[config.mk]
export PLATFORM = sky130hd
export DESIGN_NAME = lsu_flat
export DESIGN_NICKNAME = d
export VERILOG_FILES = /design/src/rtl/lsu_pkg.sv /design/src/rtl/lsu_if.sv /design/src/rtl/lsu_align.sv /design/src/rtl/lsu.sv /design/src/flat_wrapper.sv
export SDC_FILE = /design/constraint.sdc
export NUM_CORES = 1
export LEC_CHECK = 0
export BUFFER_PORTS_ARGS = -buffer_cell sky130_fd_sc_hd__buf_2
export CAP_MARGIN = 20
export CORE_MARGIN = 4
export CORE_UTILIZATION = 40
export DETAILED_ROUTE_END_ITERATION = 8
export GPL_ROUTABILITY_DRIVEN = 1
export HOLD_SLACK_MARGIN = 0.05
export MAX_ROUTING_LAYER = met4
export PLACE_DENSITY = 0.7
export SYNTH_ARGS = -nofsm -noshare
export SYNTH_HDL_FRONTEND = slang
export SYNTH_SLANG_ARGS = --single-unit
[constraint.sdc]
create_clock -name clk -period 2.95 [get_ports clk]
set_input_delay 0.295 -clock clk [delete_from_list [all_inputs] [get_ports clk]]
set_output_delay 0.295 -clock clk [all_outputs]
set_load 0.05 [all_outputs]
[src/rtl/lsu_pkg.sv]
// Shared definitions for the load/store unit: RV32I width codes, FSM states
// and the word-address helper.
package lsu_pkg;

  // RV32I funct3 encodings for loads and stores.
  localparam logic [2:0] F3_B  = 3'b000;
  localparam logic [2:0] F3_H  = 3'b001;
  localparam logic [2:0] F3_W  = 3'b010;
  localparam logic [2:0] F3_BU = 3'b100;
  localparam logic [2:0] F3_HU = 3'b101;

  // Controller states. Exported on the debug port of the top.
  typedef enum logic [1:0] {
    ST_IDLE = 2'd0,
    ST_REQ  = 2'd1,
    ST_WAIT = 2'd2,
    ST_RESP = 2'd3
  } lsu_state_e;

  // Clear the byte offset so the memory port only ever sees word addresses.
  function automatic logic [31:0] word_addr(input logic [31:0] a);
    return {a[31:2], 2'b00};
  endfunction

endpackage

[src/rtl/lsu_if.sv]
// Bus bundle between the core, the LSU and the data memory.
//
// Handshake semantics: a request transfers on a rising edge where
// req_valid && req_ready; a memory request transfers on a rising edge where
// mem_req && mem_gnt, and the LSU holds every mem_* output stable while
// mem_req is high without gnt. mem_rvalid and resp_valid are single-cycle
// pulses with no back-pressure.
interface lsu_if;
  // core -> LSU request
  logic        req_valid;
  logic        req_ready;
  logic        req_we;
  logic [2:0]  req_funct3;
  logic [31:0] req_addr;
  logic [31:0] req_wdata;
  // LSU -> memory
  logic        mem_req;
  logic        mem_gnt;
  logic        mem_we;
  logic [31:0] mem_addr;
  logic [3:0]  mem_be;
  logic [31:0] mem_wdata;
  logic        mem_rvalid;
  logic [31:0] mem_rdata;
  // LSU -> core response
  logic        resp_valid;
  logic [31:0] resp_rdata;
  logic        resp_err;

  // LSU side.
  modport slave (
    input  req_valid, req_we, req_funct3, req_addr, req_wdata,
    output req_ready,
    output mem_req, mem_we, mem_addr, mem_be, mem_wdata,
    input  mem_gnt, mem_rvalid, mem_rdata,
    output resp_valid, resp_rdata, resp_err
  );

  // Environment side: the core plus the data memory.
  modport master (
    output req_valid, req_we, req_funct3, req_addr, req_wdata,
    input  req_ready,
    input  mem_req, mem_we, mem_addr, mem_be, mem_wdata,
    output mem_gnt, mem_rvalid, mem_rdata,
    input  resp_valid, resp_rdata, resp_err
  );
endinterface

[src/rtl/lsu_align.sv]
// Combinational byte-lane logic: store byte enables and lane replication,
// load extraction with sign/zero extension, and the misalign/illegal check.
module lsu_align
  import lsu_pkg::*;
(
  input  logic [2:0]  funct3_i,
  input  logic [1:0]  addr_lo_i,
  input  logic        we_i,
  input  logic [31:0] st_data_i,
  input  logic [31:0] ld_word_i,
  output logic [3:0]  be_o,
  output logic [31:0] wdata_o,
  output logic [31:0] ld_data_o,
  output logic        err_o
);

  logic [31:0] shifted;
  logic        misalign;
  logic        illegal;

  // Bring the addressed byte/halfword down to bit 0.
  assign shifted = ld_word_i >> {addr_lo_i, 3'b000};

  // Misalignment depends on width only; the unsigned variants share it.
  always_comb begin
    misalign = 1'b0;
    case (funct3_i[1:0])
      2'b01:   misalign = addr_lo_i[0];
      2'b10:   misalign = |addr_lo_i;
      default: misalign = 1'b0;
    endcase
  end

  // Stores have no unsigned variants; loads accept BU/HU as well.
  always_comb begin
    if (we_i) begin
      illegal = !(funct3_i == F3_B || funct3_i == F3_H || funct3_i == F3_W);
    end else begin
      illegal = !(funct3_i == F3_B  || funct3_i == F3_H || funct3_i == F3_W ||
                  funct3_i == F3_BU || funct3_i == F3_HU);
    end
  end

  assign err_o = misalign | illegal;

  // Byte enables and replicated write data; loads reuse the same enables.
  always_comb begin
    be_o    = 4'b0000;
    wdata_o = 32'h0;
    case (funct3_i[1:0])
      2'b00: begin
        be_o    = 4'b0001 << addr_lo_i;
        wdata_o = {4{st_data_i[7:0]}};
      end
      2'b01: begin
        be_o    = addr_lo_i[1] ? 4'b1100 : 4'b0011;
        wdata_o = {2{st_data_i[15:0]}};
      end
      2'b10: begin
        be_o    = 4'b1111;
        wdata_o = st_data_i;
      end
      default: begin
        be_o    = 4'b0000;
        wdata_o = 32'h0;
      end
    endcase
  end

  // Extract and extend the load result. A legal word load has offset 0, so
  // the shifted word equals the raw word.
  always_comb begin
    ld_data_o = 32'h0;
    case (funct3_i)
      F3_B:    ld_data_o = {{24{shifted[7]}}, shifted[7:0]};
      F3_H:    ld_data_o = {{16{shifted[15]}}, shifted[15:0]};
      F3_W:    ld_data_o = shifted;
      F3_BU:   ld_data_o = {24'h0, shifted[7:0]};
      F3_HU:   ld_data_o = {16'h0, shifted[15:0]};
      default: ld_data_o = 32'h0;
    endcase
  end

endmodule

[src/rtl/lsu.sv]
// Load/store unit: single outstanding access, word-addressed memory port
// with byte enables, registered one-cycle response.
module lsu
  import lsu_pkg::*;
(
  input  logic       clk,
  input  logic       rst_n,
  lsu_if.slave       bus,
  output lsu_state_e state_o
);

  lsu_state_e  state_q, state_d;
  logic        we_q, we_d;
  logic [2:0]  funct3_q, funct3_d;
  logic [1:0]  addr_lo_q, addr_lo_d;
  logic [31:0] addr_q, addr_d;
  logic [3:0]  be_q, be_d;
  logic [31:0] wdata_q, wdata_d;
  logic [31:0] rdata_q, rdata_d;
  logic        err_q, err_d;

  logic        idle;
  logic        accept;
  logic [2:0]  al_funct3;
  logic [1:0]  al_addr_lo;
  logic        al_we;
  logic [3:0]  al_be;
  logic [31:0] al_wdata;
  logic [31:0] al_ld;
  logic        al_err;

  assign idle   = (state_q == ST_IDLE);
  assign accept = idle && bus.req_valid;

  // The aligner sees the live request while idle (formatting and error
  // check at accept) and the captured request afterwards (load extraction).
  assign al_funct3  = idle ? bus.req_funct3    : funct3_q;
  assign al_addr_lo = idle ? bus.req_addr[1:0] : addr_lo_q;
  assign al_we      = idle ? bus.req_we        : we_q;

  lsu_align u_align (
    .funct3_i  (al_funct3),
    .addr_lo_i (al_addr_lo),
    .we_i      (al_we),
    .st_data_i (bus.req_wdata),
    .ld_word_i (bus.mem_rdata),
    .be_o      (al_be),
    .wdata_o   (al_wdata),
    .ld_data_o (al_ld),
    .err_o     (al_err)
  );

  // Next-state and datapath capture for the controller.
  always_comb begin
    state_d   = state_q;
    we_d      = we_q;
    funct3_d  = funct3_q;
    addr_lo_d = addr_lo_q;
    addr_d    = addr_q;
    be_d      = be_q;
    wdata_d   = wdata_q;
    rdata_d   = rdata_q;
    err_d     = err_q;
    case (state_q)
      ST_IDLE: begin
        if (accept) begin
          we_d      = bus.req_we;
          funct3_d  = bus.req_funct3;
          addr_lo_d = bus.req_addr[1:0];
          addr_d    = word_addr(bus.req_addr);
          be_d      = al_be;
          wdata_d   = bus.req_we ? al_wdata : 32'h0;
          rdata_d   = 32'h0;
          err_d     = al_err;
          // Faulting accesses skip memory and answer next cycle.
          state_d   = al_err ? ST_RESP : ST_REQ;
        end
      end
      ST_REQ: begin
        if (bus.mem_gnt) begin
          state_d = we_q ? ST_RESP : ST_WAIT;
        end
      end
      ST_WAIT: begin
        if (bus.mem_rvalid) begin
          rdata_d = al_ld;
          state_d = ST_RESP;
        end
      end
      ST_RESP: begin
        // Response fields only live for the one pulse cycle.
        rdata_d = 32'h0;
        err_d   = 1'b0;
        state_d = ST_IDLE;
      end
      default: state_d = ST_IDLE;
    endcase
  end

  // State and captured request registers; reset abandons any operation.
  always_ff @(posedge clk or negedge rst_n) begin
    if (!rst_n) begin
      state_q   <= ST_IDLE;
      we_q      <= 1'b0;
      funct3_q  <= 3'b000;
      addr_lo_q <= 2'b00;
      addr_q    <= 32'h0;
      be_q      <= 4'b0000;
      wdata_q   <= 32'h0;
      rdata_q   <= 32'h0;
      err_q     <= 1'b0;
    end else begin
      state_q   <= state_d;
      we_q      <= we_d;
      funct3_q  <= funct3_d;
      addr_lo_q <= addr_lo_d;
      addr_q    <= addr_d;
      be_q      <= be_d;
      wdata_q   <= wdata_d;
      rdata_q   <= rdata_d;
      err_q     <= err_d;
    end
  end

  // Outputs decode from registered state so they drop with async reset;
  // memory fields are zero whenever no request is presented.
  assign bus.req_ready  = idle;
  assign bus.mem_req    = (state_q == ST_REQ);
  assign bus.mem_we     = bus.mem_req & we_q;
  assign bus.mem_addr   = bus.mem_req ? addr_q  : 32'h0;
  assign bus.mem_be     = bus.mem_req ? be_q    : 4'b0000;
  assign bus.mem_wdata  = bus.mem_req ? wdata_q : 32'h0;
  assign bus.resp_valid = (state_q == ST_RESP);
  assign bus.resp_rdata = rdata_q;
  assign bus.resp_err   = err_q;
  assign state_o        = state_q;

endmodule

[src/flat_wrapper.sv]
// flat-port wrapper written by rule: the top's interface ports become plain ports
module lsu_flat import lsu_pkg::*;
  (clk, rst_n, state_o, bus_req_valid, bus_req_we, bus_req_funct3, bus_req_addr, bus_req_wdata, bus_req_ready, bus_mem_req, bus_mem_we, bus_mem_addr, bus_mem_be, bus_mem_wdata, bus_mem_gnt, bus_mem_rvalid, bus_mem_rdata, bus_resp_valid, bus_resp_rdata, bus_resp_err);
  lsu_if bus_i ();
  input  logic clk;
  input  logic rst_n;
  output lsu_state_e state_o;
  input wire logic [$bits(bus_i.req_valid)-1:0] bus_req_valid;
  input wire logic [$bits(bus_i.req_we)-1:0] bus_req_we;
  input wire logic [$bits(bus_i.req_funct3)-1:0] bus_req_funct3;
  input wire logic [$bits(bus_i.req_addr)-1:0] bus_req_addr;
  input wire logic [$bits(bus_i.req_wdata)-1:0] bus_req_wdata;
  output wire logic [$bits(bus_i.req_ready)-1:0] bus_req_ready;
  output wire logic [$bits(bus_i.mem_req)-1:0] bus_mem_req;
  output wire logic [$bits(bus_i.mem_we)-1:0] bus_mem_we;
  output wire logic [$bits(bus_i.mem_addr)-1:0] bus_mem_addr;
  output wire logic [$bits(bus_i.mem_be)-1:0] bus_mem_be;
  output wire logic [$bits(bus_i.mem_wdata)-1:0] bus_mem_wdata;
  input wire logic [$bits(bus_i.mem_gnt)-1:0] bus_mem_gnt;
  input wire logic [$bits(bus_i.mem_rvalid)-1:0] bus_mem_rvalid;
  input wire logic [$bits(bus_i.mem_rdata)-1:0] bus_mem_rdata;
  output wire logic [$bits(bus_i.resp_valid)-1:0] bus_resp_valid;
  output wire logic [$bits(bus_i.resp_rdata)-1:0] bus_resp_rdata;
  output wire logic [$bits(bus_i.resp_err)-1:0] bus_resp_err;
  assign bus_i.req_valid = bus_req_valid;
  assign bus_i.req_we = bus_req_we;
  assign bus_i.req_funct3 = bus_req_funct3;
  assign bus_i.req_addr = bus_req_addr;
  assign bus_i.req_wdata = bus_req_wdata;
  assign bus_req_ready = bus_i.req_ready;
  assign bus_mem_req = bus_i.mem_req;
  assign bus_mem_we = bus_i.mem_we;
  assign bus_mem_addr = bus_i.mem_addr;
  assign bus_mem_be = bus_i.mem_be;
  assign bus_mem_wdata = bus_i.mem_wdata;
  assign bus_i.mem_gnt = bus_mem_gnt;
  assign bus_i.mem_rvalid = bus_mem_rvalid;
  assign bus_i.mem_rdata = bus_mem_rdata;
  assign bus_resp_valid = bus_i.resp_valid;
  assign bus_resp_rdata = bus_i.resp_rdata;
  assign bus_resp_err = bus_i.resp_err;
  lsu u_core (.clk(clk), .rst_n(rst_n), .bus(bus_i), .state_o(state_o));
endmodule
==> summary.md <==
| Metric | Value |
|---|---|
| Status | `completed` |
| Drt pass-1 iters | `5` |
| Worst-margin pin slew | `0.743 ns` |
| Clock Latency Late Sink | `0.34 ns` |
| Fillers | `1263` |
| Core Footprint | `0.0135 mm^2` |
| Finished Layout Cells | `914` |
| Worst setup SP type | `register` |
| Sequential Power Share | `0.279` |
| Inst Count DP | `898` |
| # setup viols final | `0` |
| Relative slew slack | `0.501` |
| H-Tree Level Count | `3` |
| Vias per Instance | `5.30` |
| Vias in the first global route | `4950` |
| Layout cells sized above 1 | `0.409` |
| Worst min path class | `input pin to register` |
| Vias | `4846` |
| Final min period | `2.76 ns` |
| Post-synthesis cell type count | `42` |
| N_diodes | `0` |
| Number of synthesized flops with an enable pin | `0` |
| Initial antenna violation count | `0` |
| DRC Markers | `0` |
| Clock power frac | `0.141` |
| Reg2Reg Setup Slack | `0.19 ns` |
| Comb pwr share | `0.580` |
| Final worst path period share | `0.935` |
| IO Count | `212` |
| Routability Congestion | `0.945` |
| Fmax | `0.363 GHz` |
| Worst Path Arrival | `3.01 ns` |
| Grt total ovfl | `0` |
| Sw Share | `0.490` |
| CTS tree | `built` |
| Mapped Area | `0.00558 mm^2` |
| Total GRT Usage | `0.202` |
| CTS buffer count | `9` |
| Ys flop type | `dfrtp_1` |
| Clock tree buffer depth | `2` |
| Max FO, Critical Path | `22` |
| Mean instance size in the synthesized netlist | `10.4 um^2` |
| Drt initial violations | `373` |
| Clk_skew | `0.00563 ns` |
| Critical path's slowest cell | `nor4_4` |
| VDD IR max | `0.000799 V` |
| Cell count after synthesis | `538` |
| Int Pwr | `4130 uW` |
| Most frequent cells in the layout | `buf_2 (208), dfrtp_1 (105), and2_1 (68)` |
| Die area | `0.0159 mm^2` |
| Crit. End Element | `register` |
| Global-route wire length before repair | `25400 um` |
| Async S/R FF share, synth | `1.00` |
| Nets | `847` |
| Root Buffer Master | `clkbuf_16` |
| FF-to-FF End | `u_core.bus.resp_rdata[30]` |
| # Post-CTS Setup Buffers | `0` |
| Crit path kind | `register to register` |
| Crit path required time | `3.20 ns` |
| Yosys reg bits | `107` |
| Final hold viol count | `0` |
| Drt total wl | `15800 um` |
| HPWL Detailed | `12000 um` |
| Register area share after synthesis | `0.480` |
| Max Transition Viols Final | `0` |
| CTS sink cnt | `107` |
| Number of core rows | `42` |
| Routed len/inst | `17.2 um` |
| Leak | `0.00366 uW` |
| Max stage delay on crit path | `0.51 ns` |
| CP Cell Sequence | `inv_2, ha_4, mux2_2, inv_1, ha_2, or2_0, a21oi_2, nor4_4, a22oi_1, o21ai_0` |
| I/O Buffers | `209` |
| Most common cell after layout, fill and taps aside | `buf_2` |
| R2r startpoint | `u_core.state_o[1]` |
| Die width | `126 um` |
| Die H | `126 um` |
| Clock slew at reported path FFs | `0.07 ns` |
| PwrDens | `1140 mW/mm^2` |
| Area grow syn2layout | `27.3%` |
| ANT nets after route | `0` |
| Max_cap viols | `0` |
| Sw power | `3970 uW` |
| Post-CTS sizing | `0` |
| R2R depth | `10` |
| Unrepaired setup endpoints after global routing | `false` |
| Beginning of the worst hold path | `bus_req_addr[8]` |
| Hold EP | `u_core.addr_q[8]` |
| Pin count of the biggest net entering global routing | `70` |
| TNS Setup | `0 ns` |
| Initial Util | `0.415` |
| Hold Crit Depth | `2` |
| Yosys warns | `0` |
==> worst max-delay path, delay by kind of cell (launching register included) <==
| kind | cells | cell delay, ns |
|---|---|---|
| flip-flops | 1 | 0.45 |
| multiplexers | 1 | 0.41 |
| buffers and inverters | 2 | 0.20 |
| AND/OR/NAND/NOR | 2 | 0.71 |
| AO/OA/AOI/OAI | 3 | 0.37 |
| adder cells (fa/ha/maj) | 2 | 0.52 |
==> cells in the mapped netlist (4+ instances only) <==
| cell type | count | share of area |
|---|---|---|
| o21ai_0 | 37 | 0.033 |
| o21ai_2 | 8 | 0.013 |
| nand2_1 | 67 | 0.045 |
| a22o_1 | 17 | 0.027 |
| nor2_1 | 10 | 0.0067 |
| buf_6 | 4 | 0.0081 |
| inv_1 | 7 | 0.0047 |
| nand3_1 | 8 | 0.0072 |
| buf_2 | 10 | 0.0090 |
| and2_1 | 68 | 0.076 |
| o2bb2ai_1 | 8 | 0.013 |
| a32o_1 | 8 | 0.014 |
| nor4_1 | 8 | 0.0090 |
| ha_1 | 8 | 0.018 |
| mux2_2 | 38 | 0.077 |
| mux2i_1 | 19 | 0.034 |
| a21oi_1 | 29 | 0.026 |
| clkbuf_1 | 21 | 0.014 |
| a22oi_1 | 24 | 0.032 |
| o21ai_1 | 4 | 0.0036 |
| dfrtp_1 | 107 | 0.48 |
==> worst max-delay path by stage <==
stage | end | slack [ns] | cells past startpoint | start
after floorplan | u_core.state_o[1] | 0.004 | 14 | u_core.state_o[1]
after global placement | u_core.bus.resp_rdata[8] | 0.35 | 11 | u_core.state_o[1]
after detailed placement | u_core.bus.resp_rdata[30] | 0.13 | 10 | u_core.state_o[1]
after CTS | u_core.bus.resp_rdata[30] | 0.14 | 10 | u_core.state_o[1]
after global routing | u_core.bus.resp_rdata[27] | 0.02 | 10 | u_core.state_o[1]
final | u_core.bus.resp_rdata[30] | 0.19 | 10 | u_core.state_o[1]
==> flip-flops by register name, summed over array words and instances (netlist names) <==
| name | cells |
|---|---|
| u_core.bus.resp_rdata | 32 |
| u_core.wdata_q | 32 |
| u_core.state_o | 2 |
| u_core.funct3_q | 3 |
| u_core.we_q | 1 |
| u_core.be_q | 4 |
| u_core.addr_lo_q | 2 |
| u_core.bus.resp_err | 1 |
| u_core.addr_q | 30 |
==> layout make-up <==
type                            count  area (um^2)  area share
Clock inverter                      2         10.0     0.00141
Inverter                            7         26.3     0.00370
Clock buffer                       13          270      0.0381
Multi-Input combinational cell    386         2710       0.382
Tap cell                          176          220      0.0310
Timing Repair Buffer              223         1180       0.166
Sequential cell                   107         2680       0.378
==> cell families after synthesis <==
group                      after synthesis  synth area share
buffers and inverters                   46            0.0402
and+or+nand+nor                        175             0.166
DFF                                    107             0.480
adders and majority gates                8            0.0180
AOI/OAI and AO/OA                      139             0.171
muxes                                   62             0.125
other                                    1          0.000672
==> per-stage QoR <==
stage | instance area, um^2 | utilization | total power [uW] | hold WS [ns] | setup WS, ns
after floorplan | 5630 | - | 5950 | -0.000591 | 0.00402
after global placement | 6810 | 0.506 | 6850 | 0.384 | 0.348
after detailed placement | 6810 | 0.506 | 6980 | 0.395 | 0.134
after CTS | 7100 | 0.528 | 8150 | 0.167 | 0.138
after global routing | 7100 | 0.528 | 8610 | 0.175 | 0.0232
final | 7100 | 0.528 | 8100 | 0.184 | 0.193
==> per-layer routing <==
| metal | vias up | GRT usage | share of wire |
|---|---|---|---|
| met5 | - | - | 0 |
| met2 | 192 | 0.331 | 0.49 |
| met4 | 0 | 0.0650 | 0.018 |
| met3 | 20 | 0.0305 | 0.063 |
| li1 | 2306 | - | - |
| met1 | 2328 | 0.258 | 0.43 |
==> power by group through the flow <==
| stage | sequential (uW) | clock [uW] | combinational (uW) |
|---|---|---|---|
| final | 2260 | 1150 | 4700 |
| after global routing | 2320 | 1240 | 5050 |
| after CTS | 2260 | 1180 | 4710 |
| after detailed placement | 2290 | 0 | 4700 |
| after global placement | 2250 | 0 | 4600 |
| after floorplan | 2570 | 0 | 3380 |
==> repair_timing <==
item                                    CTS  global route
hold endpoints to repair                 54             0
hold buffers                              1             0
endpoints found under the setup margin    0             0
No activity file was read; power rests on OpenSTA's default activity.
